<file path="config.mk">
export PLATFORM = sky130hd
export DESIGN_NAME = std_div_stream
export DESIGN_NICKNAME = d
export VERILOG_FILES = /design/src/rtl/std_div_stream_pkg.sv /design/src/rtl/std_div_stream_fifo.sv /design/src/rtl/std_div_stream.sv
export SDC_FILE = /design/constraint.sdc
export NUM_CORES = 1
export LEC_CHECK = 0
export CORE_UTILIZATION = 38
export DETAILED_ROUTE_END_ITERATION = 12
export DONT_BUFFER_PORTS = 1
export SLEW_MARGIN = 0
export SYNTH_ARGS = -nofsm -noshare
export SYNTH_HDL_FRONTEND = slang
export SYNTH_SLANG_ARGS = --single-unit
export TNS_END_PERCENT = 10
</file>
<file path="constraint.sdc">
create_clock -name clk -period 3.9 [get_ports clk]
set_clock_uncertainty 0.05 [all_clocks]
set_input_delay 0.39 -clock clk [delete_from_list [all_inputs] [get_ports clk]]
set_output_delay 0.39 -clock clk [all_outputs]
set_load 0.005 [all_outputs]
</file>
<file path="src/rtl/std_div_stream_pkg.sv">
// std_div_stream_pkg: FSM state encoding shared by the streaming divider.
package std_div_stream_pkg;
    typedef enum logic [1:0] {
        IDLE = 2'd0,
        CALC = 2'd1,
        DONE = 2'd2
    } state_t;
endpackage

</file>
<file path="src/rtl/std_div_stream_fifo.sv">
// std_div_stream_fifo: operand FIFO with registered full/empty flags.
module std_div_stream_fifo #(
    parameter int DW    = 64,
    parameter int DEPTH = 2
) (
    input  logic          clk,
    input  logic          reset,
    input  logic          push,
    input  logic [DW-1:0] din,
    input  logic          pop,
    output logic [DW-1:0] dout,
    output logic          full,
    output logic          empty
);
    localparam int AW = $clog2(DEPTH);

    logic [DW-1:0] mem_q [DEPTH];
    logic [AW-1:0] wr_q, wr_d, rd_q, rd_d;
    logic [AW:0]   cnt_q, cnt_d;
    logic          full_q, full_d, empty_q, empty_d;
    logic          do_push, do_pop;

    always_comb begin
        do_push = push && !full_q;
        do_pop  = pop && !empty_q;
        wr_d    = wr_q + AW'(do_push);
        rd_d    = rd_q + AW'(do_pop);
        cnt_d   = cnt_q + (AW+1)'(do_push) - (AW+1)'(do_pop);
        full_d  = cnt_d == (AW+1)'(DEPTH);
        empty_d = cnt_d == '0;
    end

    always_ff @(posedge clk or negedge reset) begin
        if (!reset) begin
            wr_q    <= '0;
            rd_q    <= '0;
            cnt_q   <= '0;
            full_q  <= 1'b0;
            empty_q <= 1'b1;
        end else begin
            wr_q    <= wr_d;
            rd_q    <= rd_d;
            cnt_q   <= cnt_d;
            full_q  <= full_d;
            empty_q <= empty_d;
        end
    end

    always_ff @(posedge clk) begin
        if (do_push) mem_q[wr_q] <= din;
    end

    assign dout  = mem_q[rd_q];
    assign full  = full_q;
    assign empty = empty_q;
endmodule

</file>
<file path="src/rtl/std_div_stream.sv">
// std_div_stream: valid/ready unsigned divider, one restoring step per cycle behind an operand FIFO.
module std_div_stream
    import std_div_stream_pkg::*;
#(
    parameter int width = 32,
    parameter int depth = 2
) (
    input  logic             clk,
    input  logic             reset,
    input  logic             in_valid,
    output logic             in_ready,
    input  logic [width-1:0] left,
    input  logic [width-1:0] right,
    output logic             out_valid,
    input  logic             out_ready,
    output logic [width-1:0] out_quotient,
    output logic [width-1:0] out_remainder
);
    localparam int CW = $clog2(width);

    state_t             state_q, state_d;
    logic [CW-1:0]      cnt_q, cnt_d;
    logic [width-1:0]   rem_q, rem_d, quo_q, quo_d, dvs_q, dvs_d;
    logic [width-1:0]   rq_q, rq_d, rr_q, rr_d;
    logic               ov_q, ov_d;
    logic [2*width-1:0] head;
    logic               empty, full, pop, ok;
    logic [width:0]     shifted;

    std_div_stream_fifo #(.DW(2*width), .DEPTH(depth)) u_fifo (
        .clk   (clk),
        .reset (reset),
        .push  (in_valid),
        .din   ({left, right}),
        .pop   (pop),
        .dout  (head),
        .full  (full),
        .empty (empty)
    );

    // quo_q holds the unconsumed dividend bits and collects quotient bits from the LSB
    always_comb begin
        shifted = {rem_q, quo_q[width-1]};
        ok      = shifted >= {1'b0, dvs_q};
        state_d = state_q;
        cnt_d   = cnt_q;
        rem_d   = rem_q;
        quo_d   = quo_q;
        dvs_d   = dvs_q;
        rq_d    = rq_q;
        rr_d    = rr_q;
        ov_d    = ov_q && !out_ready;
        pop     = 1'b0;
        case (state_q)
            IDLE: if (!empty) begin
                pop     = 1'b1;
                rem_d   = '0;
                quo_d   = head[2*width-1:width];
                dvs_d   = head[width-1:0];
                cnt_d   = CW'(width-1);
                state_d = CALC;
            end
            CALC: begin
                rem_d   = ok ? width'(shifted - {1'b0, dvs_q}) : shifted[width-1:0];
                quo_d   = {quo_q[width-2:0], ok};
                cnt_d   = cnt_q == '0 ? '0 : cnt_q - CW'(1);
                state_d = cnt_q == '0 ? DONE : CALC;
            end
            DONE: if (!ov_q || out_ready) begin
                rq_d    = quo_q;
                rr_d    = rem_q;
                ov_d    = 1'b1;
                state_d = IDLE;
            end
            default: state_d = IDLE;
        endcase
    end

    always_ff @(posedge clk or negedge reset) begin
        if (!reset) begin
            state_q <= IDLE;
            cnt_q   <= '0;
            rem_q   <= '0;
            quo_q   <= '0;
            dvs_q   <= '0;
            rq_q    <= '0;
            rr_q    <= '0;
            ov_q    <= 1'b0;
        end else begin
            state_q <= state_d;
            cnt_q   <= cnt_d;
            rem_q   <= rem_d;
            quo_q   <= quo_d;
            dvs_q   <= dvs_d;
            rq_q    <= rq_d;
            rr_q    <= rr_d;
            ov_q    <= ov_d;
        end
    end

    assign in_ready      = !full;
    assign out_valid     = ov_q;
    assign out_quotient  = rq_q;
    assign out_remainder = rr_q;
endmodule

</file>
After elaboration in Yosys (flattened, before gate mapping)
Memories as Yosys holds them, arrays and structs flattened.
Cells that the tools add are included.
- muxes and demuxes: 18
- bitwise operators: 1
- add/subtract/negate cells: 6
- $lt $le $gt $ge: 1
- equal/unequal tests: 5
- reductions and logical operators: 16
- operators by type and width (cell ; number):
    case mux 32 bit (2 select lines) ; 2
    2-to-1 mux 32 bit ; 3
    >= comparator 33 x 32 -> 1 bit ; 1
    subtractor 32 bit ; 1
    2-to-1 mux 5 bit ; 2
    case mux 5 bit (2 select lines) ; 1
    AND reduction 2 bit ; 4
    2-to-1 mux 1 bit ; 6
    2-to-1 mux 2 bit ; 3
    case mux 2 bit (3 select lines) ; 1
    zero test 5 bit ; 1
    subtractor 5 x 1 -> 5 bit, second input constant ; 1
    equality test 2 bit, second input constant ; 2
    zero test 1 bit ; 4
    zero test 2 bit ; 2
    inequality test 2 bit, second input constant ; 2
    logical AND 1 bit ; 3
    adder 1 bit ; 2
    adder 2 x 1 -> 2 bit ; 1
    equality test 2 x 1 -> 1 bit, second input constant ; 1
    nonzero test 2 bit ; 1
    subtractor 2 x 1 -> 2 bit ; 1
    logical OR 1 bit ; 1
    inverter 1 bit ; 1
- register bits after elaboration: 174
- memories: 1
- output and inout bits: 66
- input port bits: 68
- logic and storage cells: 61
- memory bits (writable): 128
- memory list (memory ; depth ; bits a word ; rd ports ; clocked after Yosys merged registers in ; write ports ; RTL line ; source):
    u_fifo.mem_q ; 2 ; 64 ; 1 ; 0 ; 1 ; std_div_stream_fifo.sv:17 ; logic [DW-1:0] mem_q [DEPTH];

Depth between registers and ports, before layout
- depth in word-level cells: 5
- depth in mapped cells: 14
- depth with buffers taken out: 12

Modules after synthesis
Synthesis repeated with hierarchy kept, for this count alone.
- cells, all modules: 1084
- area total of the unflattened synthesis: 13447.9 µm²
- by module, submodules not included (module ; times used ; area each (µm²) ; sequential area each (µm²) ; cells each):
    std_div_stream ; 1 ; 8533.2 ; 4204.0 ; 864
    std_div_stream_fifo ; 1 ; 4914.7 ; 3995.1 ; 220

Least setup slack after synthesis
No wires, ideal clock.
- path type: flip-flop to flip-flop
- start point: reg quo_q[31]
- end point: reg rem_q[30]
- arrival time: 2617 ps
- library setup time: 129 ps
- stages on the path, launching flop included: 13
- required time: 3721 ps
- setup slack: 1104 ps
- path buffers: 0
- period minus slack after synthesis: 2796 ps
- cell sequence: dfrtp_1 inv_1 ha_1 fa_1 nor2b_1 o211ai_1 a31o_2 a2111oi_0 o31ai_1 a21boi_0 o22a_1 xnor2_1 o21ai_0
- word-level cells in the longest chain between the ends: 3
- elaborated cells on any way between the ends: 4
- those cells by class: 1 x add/sub; 1 x order compare; 2 x mux
- ends and longest elaborated chain (element ; RTL line ; source):
    from (decl) ; std_div_stream.sv:23 ; logic [width-1:0] rem_q, rem_d, quo_q, quo_d, dvs_q, dvs_d;
    from (signal assigned) ; std_div_stream.sv:93 ; quo_q <= quo_d;
    subtractor 32 bit / >= comparator 33 x 32 -> 1 bit (equally long branches) ; std_div_stream.sv:64, std_div_stream.sv:44 ;
    2-to-1 mux 32 bit * ; std_div_stream.sv:64 ; rem_d = ok ? width'(shifted - {1'b0, dvs_q}) : shifted[width-1:0];
    case mux 32 bit (2 select lines) * ; std_div_stream.sv:54 ; case (state_q)
    to (signal assigned) ; std_div_stream.sv:92 ; rem_q <= rem_d;
    to (decl) ; std_div_stream.sv:23 ;
Every way passes the cells marked *; elsewhere a longest branch is shown, timed or not.
A chain may end at the register's enable or synchronous reset.

Worst setup path in the final report
- start point: reg rem_q[5]
- end point: reg rem_q[10]
- word-level cells in the longest chain between the ends: 3
- elaborated cells on any way between the ends: 4
- those cells by class: 1 x add/sub; 1 x order compare; 2 x mux
- ends and longest elaborated chain (element ; RTL line):
    subtractor 32 bit / >= comparator 33 x 32 -> 1 bit (equally long branches) ; std_div_stream.sv:64, std_div_stream.sv:44
    2-to-1 mux 32 bit * ; std_div_stream.sv:64
    case mux 32 bit (2 select lines) * ; std_div_stream.sv:54
Marks and branches as above.

==> flow_summary.yaml <==
routing:
  drt_pass1_iterations: 4
  vias_per_cell: 5.13
  routedWlPerCell_um: 17.7
  drtAntennaViolNets: 0
  route.detailed.drc: 0
  drt_wl_total_um: 28300
  via_count: 8182
  drt_iter0_drc: 379
global_route:
  use_met3_pct: 5.65
  grt.total_usage_pct: 16.2
  grtUsageMet1_pct: 19.4
  met2_usage_pct: 26.6
  antenna_found_initial: 4
  grt_max_degree: 175
  grt_remaining_overflow: 0
  busiest_layer: "met2"
  grt_pass1_wl_um: 45800
  grt_pass1_vias: 8503
critical_path:
  startpoint_type: "flip-flop"
  critPathMaxFanout: 26
  worstSetupPathType: "flip-flop to flip-flop"
  r2r_cells: 9
  required_ns: 4.23
  r2r_start: "rem_q[5]"
  critPathArrivalTime_ns: 3.67
  critPathLaunch: "rem_q[5]"
  end_kind: "flip-flop"
sta:
  grt_setup_unrepaired: "no"
  period_needed_ns: 3.34
  holdWs_ns: -0.474
  setup_violations: 0
  maxSlewViolCount: 0
  min_period_over_period_pct: 85.5
  fmax_mhz: 300
  maxSlewHeadroom_pct: 28.2
  finalHoldViolCount: 174
  tns_ns: 0
  tightestPinTransition_ns: 1.08
cts:
  htree_num_levels: 2
  ctsHoldBuffers: 64
  clkTransAtPathRegs_ns: 0.06
  cts_resized: 0
  clockBufferDepth: 3
  numCtsBuffers: 35
  cts_tree: "done"
  root_buffer: "clkbuf_16"
  clkLatencyLatePin_ns: 0.52
  clock_sinks: 302
synth:
  synth_compound_area_share_pct: 12.1
  yosysUniqueCellTypes: 64
  synth_top_family_by_area: "compound AO/OA/AOI/OAI gates"
  seq_area_frac_synth_pct: 61.4
  synth.area.mux_share_pct: 10.7
  synth_edf_count: 128
  synth_ff_type: "dfrtp_1"
  synth_top_area_share_pct: 32.4
  syn-num-nets: 1160
  synth-seq-cells: 302
  synthCells: 1054
  synthArstFlopShare_pct: 57.6
  synth_xor_area_share_pct: 1.64
  synthSimpleGateAreaFrac_pct: 7.29
  yosys-top-cells-area: "dfrtp_1, edfxtp_1, mux2i_1"
  synthAdderAreaFrac_pct: 3.62
  ys.warnings.count: 0
  synth_area_per_cell_sq_um: 12.7
  netlist_area_sq_um: 13300
  synth_largest_area_cell: "dfrtp_1"
floorplanning:
  io_pins: 134
  die_height_um: 189
  die_area_sq_um: 35900
  fp.dieW_um: 189
  core_area_sq_um: 34500
  num_rows: 68
  start_util_pct: 38.6
power_and_ir_drop:
  leakage_nw: 6.56
  powerDensity_nw_per_um2: 940
  ir_drop_mv: 0.451
final_layout:
  layout_common_cells: "dfrtp_1, edfxtp_1, mux2i_1"
  final_core_util_pct: 45.0
  layout-drive-gt1-share_pct: 12.2
  nets: 1216
  layout_commonest_cell: "dfrtp_1"
  area_growth_pct: 16.5
min_path:
  worstHoldPathType: "input pin to async pin"
place:
  gp_congestion: 0.805
  dp_hpwl_um: 17800
  io_buffers: 0
run_status:
  outcome: "finished, violations left"
  failed_checks: "hold timing"
run:
  cap_violations: 0
==> critical path, cell delays in order, from the launching register on <==
cell and delay, ns:
dfrtp_1 0.40, ha_1 0.42, a2111oi_4 0.41, a21oi_2 0.13
o41ai_4 0.55, o211ai_4 0.18, a21oi_4 0.37, buf_4 0.37
mux2i_1 0.23, o21ai_1 0.08
==> power breakdown <==
part	total, mW	internal (mW)	switching [mW]	leakage (nW)
Clock	3.09	1.83	1.26	0.523
Sequential	5.33	4.48	0.853	3.39
Combinational	6.19	2.77	3.42	2.65
==> synthesized netlist by cell type (all sizes together), types with 3 or more instances <==
library cell	number
nand3	30
buf	15
a21o	12
o31a	4
a2111oi	3
and3	5
nor2	68
xnor2	15
nand2	67
o21ai	81
ha	37
nor3	10
a21boi	4
o21bai	3
o211ai	6
a31oi	4
nor2b	10
nand2b	10
nor4	4
a21oi	54
a221o	32
mux2	62
dfrtp	173
o21a	8
mux2i	73
inv	51
nand4	3
xor2	10
edfxtp	128
o31ai	5
clkbuf	38
==> cell families after synthesis <==
| kind of cell | after synthesis |
|---|---|
| flip-flops | 302 |
| AO/OA/AOI/OAI | 233 |
| AND/OR/NAND/NOR | 216 |
| multiplexers | 135 |
| buffers and inverters | 105 |
| adder cells (fa/ha/maj) | 38 |
| XOR/XNOR | 25 |
==> metal layers <==
metal,wire length [um],vias up
li1,-,3961
met1,12000,3994
met2,13300,175
met3,2120,50
met4,814,2
met5,13,-
==> area by class of cell <==
class / count / area [sq um]
antenna: 3 / 7.51
sequential: 302 / 8200
inverter: 52 / 195
tap: 455 / 569
clock buffer: 53 / 1040
timing repair buffer: 72 / 713
clock inverter: 10 / 52.6
multi-input combinational: 647 / 4770
fill: 3224 / 19000
==> timing repair <==
action,4_1_cts,5_1_grt
buffers inserted,0,0
endpoints found under the setup margin,0,0
hold endpoints to repair,302,174
==> registers in the layout, summed over array words and instances, names as in the netlist <==
name / count
cnt_q: 5
dvs_q: 32
out_quotient: 32
out_remainder: 32
out_valid: 1
quo_q: 32
rem_q: 32
state_q: 2
u_fifo.cnt_q: 2
u_fifo.empty: 1
u_fifo.full: 1
u_fifo.mem_q: 128
u_fifo.rd_q: 1
u_fifo.wr_q: 1
==> worst paths after layout <==
| path | end | slack (ns) |
|---|---|---|
| min | dvs_q[10] | -0.47 |
| max in group asynchronous | quo_q[7] | 3.96 |
| max | rem_q[10] | 0.56 |
| min in group clk | out_valid | 0.13 |
| min reg2reg | dvs_q[24] | 0.43 |
| max reg2reg | rem_q[10] | 0.56 |
==> per-stage QoR <==
| stage | cells | total power, mW | worst slack [ns] | hold WS [ns] | cell area [sq um] |
|---|---|---|---|---|---|
| floorplan | 1054 | 10.2 | 1.10 | 0.0444 | 13300 |
| global placement | 1464 | 11.5 | 0.639 | 0.0521 | 13800 |
| detailed placement | 1464 | 11.6 | 0.509 | 0.0510 | 13800 |
| CTS | 1591 | 14.8 | 0.506 | -0.506 | 15500 |
| global route | 1593 | 15.8 | 0.311 | -0.501 | 15500 |
| finish | 1594 | 14.6 | 0.564 | -0.474 | 15500 |
Power figures use the tool's default switching activity.
